**src/rtl/usb_tx_pkg.sv**
```systemverilog
// Shared types for the USB TX arbiter: tx_top command codes, handshake types,
// arbiter states and the latched grant payload.
package usb_tx_pkg;

    typedef enum logic [2:0] {
        TXP_IDLE  = 3'd0,
        TXP_DATA0 = 3'd1,
        TXP_DATA1 = 3'd2,
        TXP_ACK   = 3'd3,
        TXP_NAK   = 3'd4,
        TXP_STALL = 3'd5
    } tx_packet_t;

    typedef enum logic [1:0] {
        HS_ACK   = 2'd0,
        HS_NAK   = 2'd1,
        HS_STALL = 2'd2,
        HS_RSVD  = 2'd3
    } hs_type_t;

    typedef enum logic [1:0] {
        ARB_IDLE,
        ARB_ISSUE,
        ARB_ACTIVE,
        ARB_REPORT
    } arb_state_t;

    // Request captured at grant time: who asked (0=handshake, 1=data) and what to send.
    typedef struct packed {
        logic       src;
        tx_packet_t code;
    } txn_t;

    function automatic tx_packet_t hs_packet(input hs_type_t t);
        case (t)
            HS_ACK:   return TXP_ACK;
            HS_NAK:   return TXP_NAK;
            HS_STALL: return TXP_STALL;
            default:  return TXP_IDLE;
        endcase
    endfunction

    function automatic tx_packet_t data_packet(input logic pid);
        return pid ? TXP_DATA1 : TXP_DATA0;
    endfunction

endpackage

```
**src/rtl/usb_tx_watchdog.sv**
```systemverilog
// Start-timeout counter: counts while enabled, flags the last allowed cycle,
// saturates there until cleared.
module usb_tx_watchdog #(
    parameter int unsigned LIMIT = 16,
    parameter int unsigned W     = $clog2(LIMIT + 1)
) (
    input  logic clk,
    input  logic n_rst,
    input  logic clear,
    input  logic enable,
    output logic expired_c
);

    logic [W-1:0] count_q;

    always_ff @(posedge clk or negedge n_rst) begin
        if (!n_rst) begin
            count_q <= '0;
        end else if (clear) begin
            count_q <= '0;
        end else if (enable && !expired_c) begin
            count_q <= count_q + W'(1);
        end
    end

    assign expired_c = (count_q == W'(LIMIT - 1));

endmodule

```
**src/rtl/usb_tx_arbiter.sv**
```systemverilog
// Shares the USB TX path between handshake and data requesters, sequences
// tx_top and reports completion. Define TX_ARB_RETRY_EN to re-send failed data packets.
module usb_tx_arbiter
    import usb_tx_pkg::*;
#(
    parameter int unsigned START_TIMEOUT = 16
`ifdef TX_ARB_RETRY_EN
    ,
    parameter int unsigned MAX_RETRY = 2
`endif
) (
    input  logic       clk,
    input  logic       n_rst,
    input  logic       hs_req,
    input  logic [1:0] hs_type,
    input  logic       data_req,
    input  logic       data_pid,
    input  logic       TX_Transfer_Active,
    input  logic       tx_error,
    output logic [2:0] tx_packet,
    output logic       hs_grant,
    output logic       data_grant,
    output logic       tx_done,
    output logic       tx_fail,
    output logic       done_src,
    output logic       busy
);

    localparam int unsigned TIMER_W = $clog2(START_TIMEOUT + 1);
`ifdef TX_ARB_RETRY_EN
    localparam int unsigned RETRY_W = $clog2(MAX_RETRY + 1);
    logic [RETRY_W-1:0] retry_q, retry_d;
`endif

    arb_state_t state_q, state_d;
    tx_packet_t tx_packet_q, tx_packet_d;
    txn_t       txn_q, txn_d;
    logic       fail_q, fail_d;
    logic       rsvd_q, rsvd_d;
    logic       tta_q;
    logic       hs_grant_d, data_grant_d, tx_done_d, tx_fail_d, done_src_d;
    logic       finish_c, finish_fail_c, retry_ok_c, resend_c;
    logic       expired_c, wd_clear_c;

    usb_tx_watchdog #(
        .LIMIT (START_TIMEOUT),
        .W     (TIMER_W)
    ) u_watchdog (
        .clk       (clk),
        .n_rst     (n_rst),
        .clear     (wd_clear_c),
        .enable    (state_q == ARB_ISSUE),
        .expired_c (expired_c)
    );

    always_ff @(posedge clk or negedge n_rst) begin
        if (!n_rst) begin
            state_q     <= ARB_IDLE;
            tx_packet_q <= TXP_IDLE;
            txn_q       <= '0;
            fail_q      <= 1'b0;
            rsvd_q      <= 1'b0;
            tta_q       <= 1'b0;
            hs_grant    <= 1'b0;
            data_grant  <= 1'b0;
            tx_done     <= 1'b0;
            tx_fail     <= 1'b0;
            done_src    <= 1'b0;
            busy        <= 1'b0;
`ifdef TX_ARB_RETRY_EN
            retry_q     <= '0;
`endif
        end else begin
            state_q     <= state_d;
            tx_packet_q <= tx_packet_d;
            txn_q       <= txn_d;
            fail_q      <= fail_d;
            rsvd_q      <= rsvd_d;
            tta_q       <= TX_Transfer_Active;
            hs_grant    <= hs_grant_d;
            data_grant  <= data_grant_d;
            tx_done     <= tx_done_d;
            tx_fail     <= tx_fail_d;
            done_src    <= done_src_d;
            busy        <= (state_d != ARB_IDLE);
`ifdef TX_ARB_RETRY_EN
            retry_q     <= retry_d;
`endif
        end
    end

    always_comb begin
        state_d       = state_q;
        tx_packet_d   = tx_packet_q;
        txn_d         = txn_q;
        fail_d        = fail_q;
        rsvd_d        = rsvd_q;
        hs_grant_d    = 1'b0;
        data_grant_d  = 1'b0;
        tx_done_d     = 1'b0;
        tx_fail_d     = 1'b0;
        done_src_d    = 1'b0;
        finish_c      = 1'b0;
        finish_fail_c = 1'b0;
        resend_c      = 1'b0;
`ifdef TX_ARB_RETRY_EN
        retry_d       = retry_q;
        retry_ok_c    = txn_q.src && (retry_q < RETRY_W'(MAX_RETRY));
`else
        retry_ok_c    = 1'b0;
`endif

        case (state_q)
            ARB_IDLE: begin
                if (hs_req) begin
                    hs_grant_d = 1'b1;
                    txn_d.src  = 1'b0;
                    fail_d     = 1'b0;
                    if (hs_type_t'(hs_type) == HS_RSVD) begin
                        // Reserved type is granted but never reaches tx_top.
                        txn_d.code = TXP_IDLE;
                        rsvd_d     = 1'b1;
                        state_d    = ARB_REPORT;
                    end else begin
                        txn_d.code  = hs_packet(hs_type_t'(hs_type));
                        tx_packet_d = txn_d.code;
                        state_d     = ARB_ISSUE;
                    end
                end else if (data_req) begin
                    data_grant_d = 1'b1;
                    txn_d.src    = 1'b1;
                    txn_d.code   = data_packet(data_pid);
                    tx_packet_d  = txn_d.code;
                    fail_d       = 1'b0;
                    state_d      = ARB_ISSUE;
                end
            end
            ARB_ISSUE: begin
                // A start seen on the last allowed cycle still counts as a start.
                if (tx_error || (expired_c && !TX_Transfer_Active)) begin
                    finish_c      = 1'b1;
                    finish_fail_c = 1'b1;
                end else if (TX_Transfer_Active) begin
                    tx_packet_d = TXP_IDLE;
                    state_d     = ARB_ACTIVE;
                end
            end
            ARB_ACTIVE: begin
                if (tx_error) begin
                    fail_d = 1'b1;
                end
                if (tta_q && !TX_Transfer_Active) begin
                    finish_c      = 1'b1;
                    finish_fail_c = fail_q | tx_error;
                end
            end
            ARB_REPORT: begin
                // Reserved handshake: pulse fail one cycle after its grant.
                if (rsvd_q) begin
                    rsvd_d     = 1'b0;
                    tx_fail_d  = 1'b1;
                    done_src_d = txn_q.src;
                end else begin
                    state_d = ARB_IDLE;
                end
            end
            default: state_d = ARB_IDLE;
        endcase

        if (finish_c) begin
            if (finish_fail_c && retry_ok_c) begin
                state_d     = ARB_ISSUE;
                tx_packet_d = txn_q.code;
                fail_d      = 1'b0;
                resend_c    = 1'b1;
`ifdef TX_ARB_RETRY_EN
                retry_d     = RETRY_W'(retry_q + RETRY_W'(1));
`endif
            end else begin
                state_d     = ARB_REPORT;
                tx_packet_d = TXP_IDLE;
                tx_done_d   = !finish_fail_c;
                tx_fail_d   = finish_fail_c;
                done_src_d  = txn_q.src;
`ifdef TX_ARB_RETRY_EN
                retry_d     = '0;
`endif
            end
        end

        wd_clear_c = (state_q != ARB_ISSUE) || resend_c;
    end

    assign tx_packet = tx_packet_q;

endmodule

```
**config.mk**
```make
export PLATFORM = sky130hd
export DESIGN_NAME = usb_tx_arbiter
export DESIGN_NICKNAME = d
export VERILOG_FILES = /design/src/rtl/usb_tx_pkg.sv /design/src/rtl/usb_tx_watchdog.sv /design/src/rtl/usb_tx_arbiter.sv
export SDC_FILE = /design/constraint.sdc
export NUM_CORES = 1
export LEC_CHECK = 0
export CAP_MARGIN = 5
export CORE_MARGIN = 4
export CORE_UTILIZATION = 48
export CTS_CLUSTER_SIZE = 10
export DETAILED_ROUTE_END_ITERATION = 8
export PLACE_DENSITY_LB_ADDON = 0.12
export SYNTH_ARGS = -nofsm -noshare
export SYNTH_HDL_FRONTEND = slang
export SYNTH_HIERARCHICAL = 1
export SYNTH_SLANG_ARGS = --single-unit
export TNS_END_PERCENT = 20
```
**constraint.sdc**
```tcl
create_clock -name clk -period 5.5 [get_ports clk]
set_input_delay 0.825 -clock clk [delete_from_list [all_inputs] [get_ports clk]]
set_output_delay 0.825 -clock clk [all_outputs]
set_load 0.05 [all_outputs]
```
# Word level (Yosys, flattened, before mapping)
# Cells that the tools add are included.
[classes]
addsub = 1
eq_ne = 16
mux = 46
bitwise_logic = 1
reduce_logical = 19
[op_table]
columns = ["cell", "count"]
rows = [
  ["$mux 3", 7],
  ["$mux 1", 20],
  ["$mux 2", 8],
  ["$mux 5", 2],
  ["$reduce_bool 2->1", 5],
  ["$ne 3x3->1 const B", 3],
  ["$pmux 3 s3", 1],
  ["$eq 2x2->1 const B", 4],
  ["$mux 4", 2],
  ["$ne 4x4->1 const B", 2],
  ["$pmux 1 s2", 4],
  ["$ne 2x2->1 const B", 3],
  ["$pmux 2 s3", 1],
  ["$pmux 3 s2", 1],
  ["$reduce_and 3->1", 2],
  ["$add 5x1->5 const B", 1],
  ["$eq 5x4->1 const B", 1],
  ["$reduce_and 5->1", 1],
  ["$eq 2x1->1 const B", 2],
  ["$logic_not 2->1", 2],
  ["$logic_and 1x1->1", 3],
  ["$logic_not 1->1", 3],
  ["$reduce_bool 3->1", 1],
  ["$ne 2x1->1 const B", 1],
  ["3 further kinds", 3],
]
[word_totals]
regBits = 20
out_inout_bits = 9
word_cells = 96

# Logic depth before layout (Yosys ltp)
[logic_depth]
word_depth = 7
mapped_depth = 7
ltp_nobuf = 7

# Modules after synthesis
# Netlist, hierarchy kept.
[modules_own_cells]
columns = ["module", "instances", "cells_each", "area_each_um2", "seq_area_each_um2"]
rows = [
  ["usb_tx_arbiter", 1, 85, 852.1, 375.4],
  ["usb_tx_watchdog", 1, 23, 260.2, 125.1],
]

# Worst setup path before layout
# No wires, ideal clock.
[synth_path]
kind = "register to register"
startpoint = "register u_watchdog.count_q[0]"
endpoint = "register tx_packet_q[0] (netlist: tx_packet[0])"
arrival_time_ns = 2.013
setup_slack_ns = 3.360
stages_incl_launch_ff = 8
n_path_buf = 0
cell_sequence = "dfrtp_1 > ha_1 > and3_1 > ha_1 > a22o_4 > a32oi_2 > a221o_2 > mux2_1"
[synth_via]
elab_chain_len = 7
[synth_rtl]
columns = ["item", "line_no", "rtl"]
rows = [
  ["from (decl)", "usb_tx_watchdog.sv:14", "logic [W-1:0] count_q;"],
  ["from (signal assigned)", "usb_tx_watchdog.sv:22", "count_q <= count_q + W'(1);"],
  ["$eq 5x4->1 *", "usb_tx_watchdog.sv:26", "assign expired_c = (count_q == W'(LIMIT - 1));"],
  ["named net expired_c", "usb_tx_arbiter.sv:43", "logic expired_c, wd_clear_c;"],
  ["$logic_and 1x1->1 *", "usb_tx_arbiter.sv:140", "if (tx_error || (expired_c && !TX_Transfer_Active)) begin"],
  ["$logic_or 1x1->1 *", "usb_tx_arbiter.sv:140", ""],
  ["$mux 1", "usb_tx_arbiter.sv:140", ""],
  ["$pmux 1 s2", "usb_tx_arbiter.sv:113", "case (state_q)"],
  ["$ne 4x4->1 (no source line), or another cell as far along", "-", ""],
  ["$reduce_and 5->1 (no source line)", "-", ""],
  ["to (signal assigned)", "usb_tx_arbiter.sv:75", "tx_packet_q <= tx_packet_d;"],
  ["to (decl)", "usb_tx_arbiter.sv:36", "tx_packet_t tx_packet_q, tx_packet_d;"],
]
# Mark *: on every way through the listed nets, which the timed path passes. The rest lies on a longest branch.
# A chain may end at the register's enable or synchronous reset.

# Worst setup path in the final report
[layout_path]
startpoint = "register u_watchdog.count_q[0]"
endpoint = "register tx_packet_q[2] (netlist: tx_packet[2])"
# Same word-level chain as after synthesis.

==> qor.yml <==
viasPerCell: 5.25
reg2reg_slack_ps: 3160
cts_root_buffer: "clkbuf_4"
crit_end: "tx_packet[2]"
setup_viol: 0
dieArea_um2: 3150
finalHoldViolations: 0
synth-edff-count: 0
fin_crit_ps: 2340
power.density_nw_per_um2: 523
gp_congestion: 0.881
synth_seq_cells: 20
dp.cells: 150
fin_setup_tns_ps: 0
p_switching_w: 0.000294
yosysMostFrequentCell: "dfrtp_1"
irDropWorstVdd_uv: 357
antenna_found_initial: 0
drive_above_1_share: 0.0714
leakagePower_nw: 0.634
drv_slew: 0
cts_hold_buf: 0
grt_max_degree: 21
synthArstFlopShare: 1.00
rsz0062_at_grt: "no"
dp_hpwl_um: 1580
synth_area_leaders: "dfrtp_1, ha_1, nor2_1"
wl_um: 2030
dr.pass1.iters: 4
synth_nets: 127
swShare: 0.418
seq_area_um2: 500
combPwrFrac: 0.518
p_int_w: 0.000409
synth_warnings: 6
reg2regPathDepth: 7
clk_path_buf_depth: 2
crit_path_end_kind: "register"
setup_slack_ps: 3160
grt_pass1_vias: 803
period_share: 0.426
clk_pin_slew_ps: 110
synth_area_um2: 1110
avgSynthCellArea_um2: 10.3
stdcell_count: 154
max_freq_mhz: 427
cpMostUsedCell: "ha_1"
clk_latency_ps: 300
portBuffers: 17
grt-ovfl-total: 0
startpoint_type: "register"
cts.sinks: 20
grt_usage: 0.144
synth_cell_types: 34
synth_seq_area_share: 0.450
critPathMaxFanout: 7
required_ps: 5690
die_h_um: 56.1
h-tree-depth: 1
power.total_w: 0.000703
r2r_start: "u_watchdog/count_q[0]"
setup.worst_path.start: "u_watchdog/count_q[0]"
vias: 808
path_depth: 7
synth_area_leader_cell: "dfrtp_1"
coreArea_um2: 2210
rows: 17
pwr-share-seq: 0.314
cts_made_buffers: 3
cp_top_family: "compound AO/OA/AOI/OAI gates"
cp_num_buf_inv: 0
clock_power_share: 0.168
cap_violations: 0
multi_input_area_um2: 559
fin_nets: 146
fillers: 198
drt-initial-drc-count: 20
min_path_type: "register to register"
synth_top_area_frac: 0.450
synth_ff_type: "dfrtp_1"
synth_commonest_cells: "dfrtp_1, nor2_1, ha_1, nand2_1, inv_1"
worst_slew_pin_slew_ps: 843
wl_per_cell_um: 13.2
die_w_um: 56.1
max_stage_delay_ps: 430
initial_core_util: 0.503
area_delta_synth_final_pct: 20.8
slowest_stage: "dfrtp_1"
status: "finished clean"
drc: 0
synthCells: 108
drtAntennaViolNets: 0
num_antenna_cells: 0
postCtsResizedCells: 0
crit_chain: "ha_1, and3_1, ha_1, a22o_4, a32oi_2, a221o_2, mux2_1"
post_cts_buffers: 0
ios: 18
cts_tree: "done"
cp.arrival_ps: 2540
critPathKind: "register to register"
skew_ps: 0.834
reg2reg_to: "tx_packet[2]"
grt_pass1_wl_um: 3560
place_ws_ps: 2900
max_slew_margin: 0.436
## state kept, by name, indices dropped and copies added, names as in the netlist
name                cells
u_watchdog/count_q      5
tx_packet               3
state_q                 2
busy                    1
data_grant              1
done_src                1
fail_q                  1
hs_grant                1
rsvd_q                  1
tta_q                   1
tx_done                 1
tx_fail                 1
txn_q                   1
## metrics by stage
stage	instance area [µm²]	util	hold WS (ps)
detailed placement	1290	0.584	485
global route	1340	0.607	549
CTS	1340	0.607	516
global placement	1290	0.584	477
finish	1340	0.607	505
floorplan	1110	-	444
## per-layer routing
layer	vias to the layer above	global-route usage	wire length, µm
met5	-	0	0
met4	0	0.0407	14
met3	2	0.0487	101
met2	19	0.225	972
met1	374	0.190	940
li1	413	-	-
## cell families (layout without fill, tap and decap cells)
group	count (synthesis)	in the layout	share of synthesized area
multiplexers	5	5	0.0495
AND/OR/NAND/NOR	40	40	0.181
adder cells (fa/ha/maj)	10	10	0.112
XOR/XNOR	2	2	0.0158
flip-flops	20	20	0.450
AO/OA/AOI/OAI	21	21	0.144
buffers and inverters	10	28	0.0472
## area by class of cell
cell class,count,area share
clock inverter,1,0.0223
multi-input combinational,78,0.416
tap,28,0.0261
clock buffer,3,0.0168
timing repair buffer,17,0.127
sequential,20,0.372
inverter,7,0.0196
## layout by cell type (no fill, tap or decap), types with 2 or more instances in the layout
cell / Yosys / routed
a211oi_1: 2 / 2
a21boi_0: 3 / 3
a21oi_1: 5 / 5
and2b_1: 2 / 2
clkbuf_4: 0 / 3
clkdlybuf4s50_1: 0 / 17
dfrtp_1: 20 / 20
ha_1: 10 / 10
inv_1: 7 / 7
mux2_1: 4 / 4
nand2_1: 10 / 10
nand3_1: 2 / 2
nand4_1: 2 / 2
nor2_1: 14 / 14
nor2b_1: 2 / 2
o21ai_0: 3 / 3
o31ai_1: 2 / 2
## worst min path at each step
stage	endpoint	start	cells past startpoint	slack, ps
2_1_floorplan	tx_done	fail_q	1	440
3_3_place_gp	tx_packet[0]	tx_packet[0]	1	480
3_5_place_dp	tx_packet[1]	tx_packet[1]	1	480
4_1_cts	tx_packet[2]	tx_packet[2]	1	520
5_1_grt	rsvd_q	rsvd_q	2	550
6_report	tx_packet[1]	tx_packet[1]	1	510
## power by group through the flow
stage / clock [W] / combinational (W) / sequential (W)
floorplan: 0 / 0.000206 / 0.000295
global placement: 0 / 0.000360 / 0.000223
detailed placement: 0 / 0.000365 / 0.000223
CTS: 0.000122 / 0.000367 / 0.000221
global route: 0.000127 / 0.000400 / 0.000229
finish: 0.000118 / 0.000365 / 0.000221
## worst register-to-register path, cell delays in order, from the launching register on
cell and delay [ps]:
dfrtp_1 430, ha_1 220, and3_1 170, ha_1 260, a22o_4 250, a32oi_2 330
a221o_2 260, mux2_1 320
No activity file was read; power rests on OpenSTA's default activity.
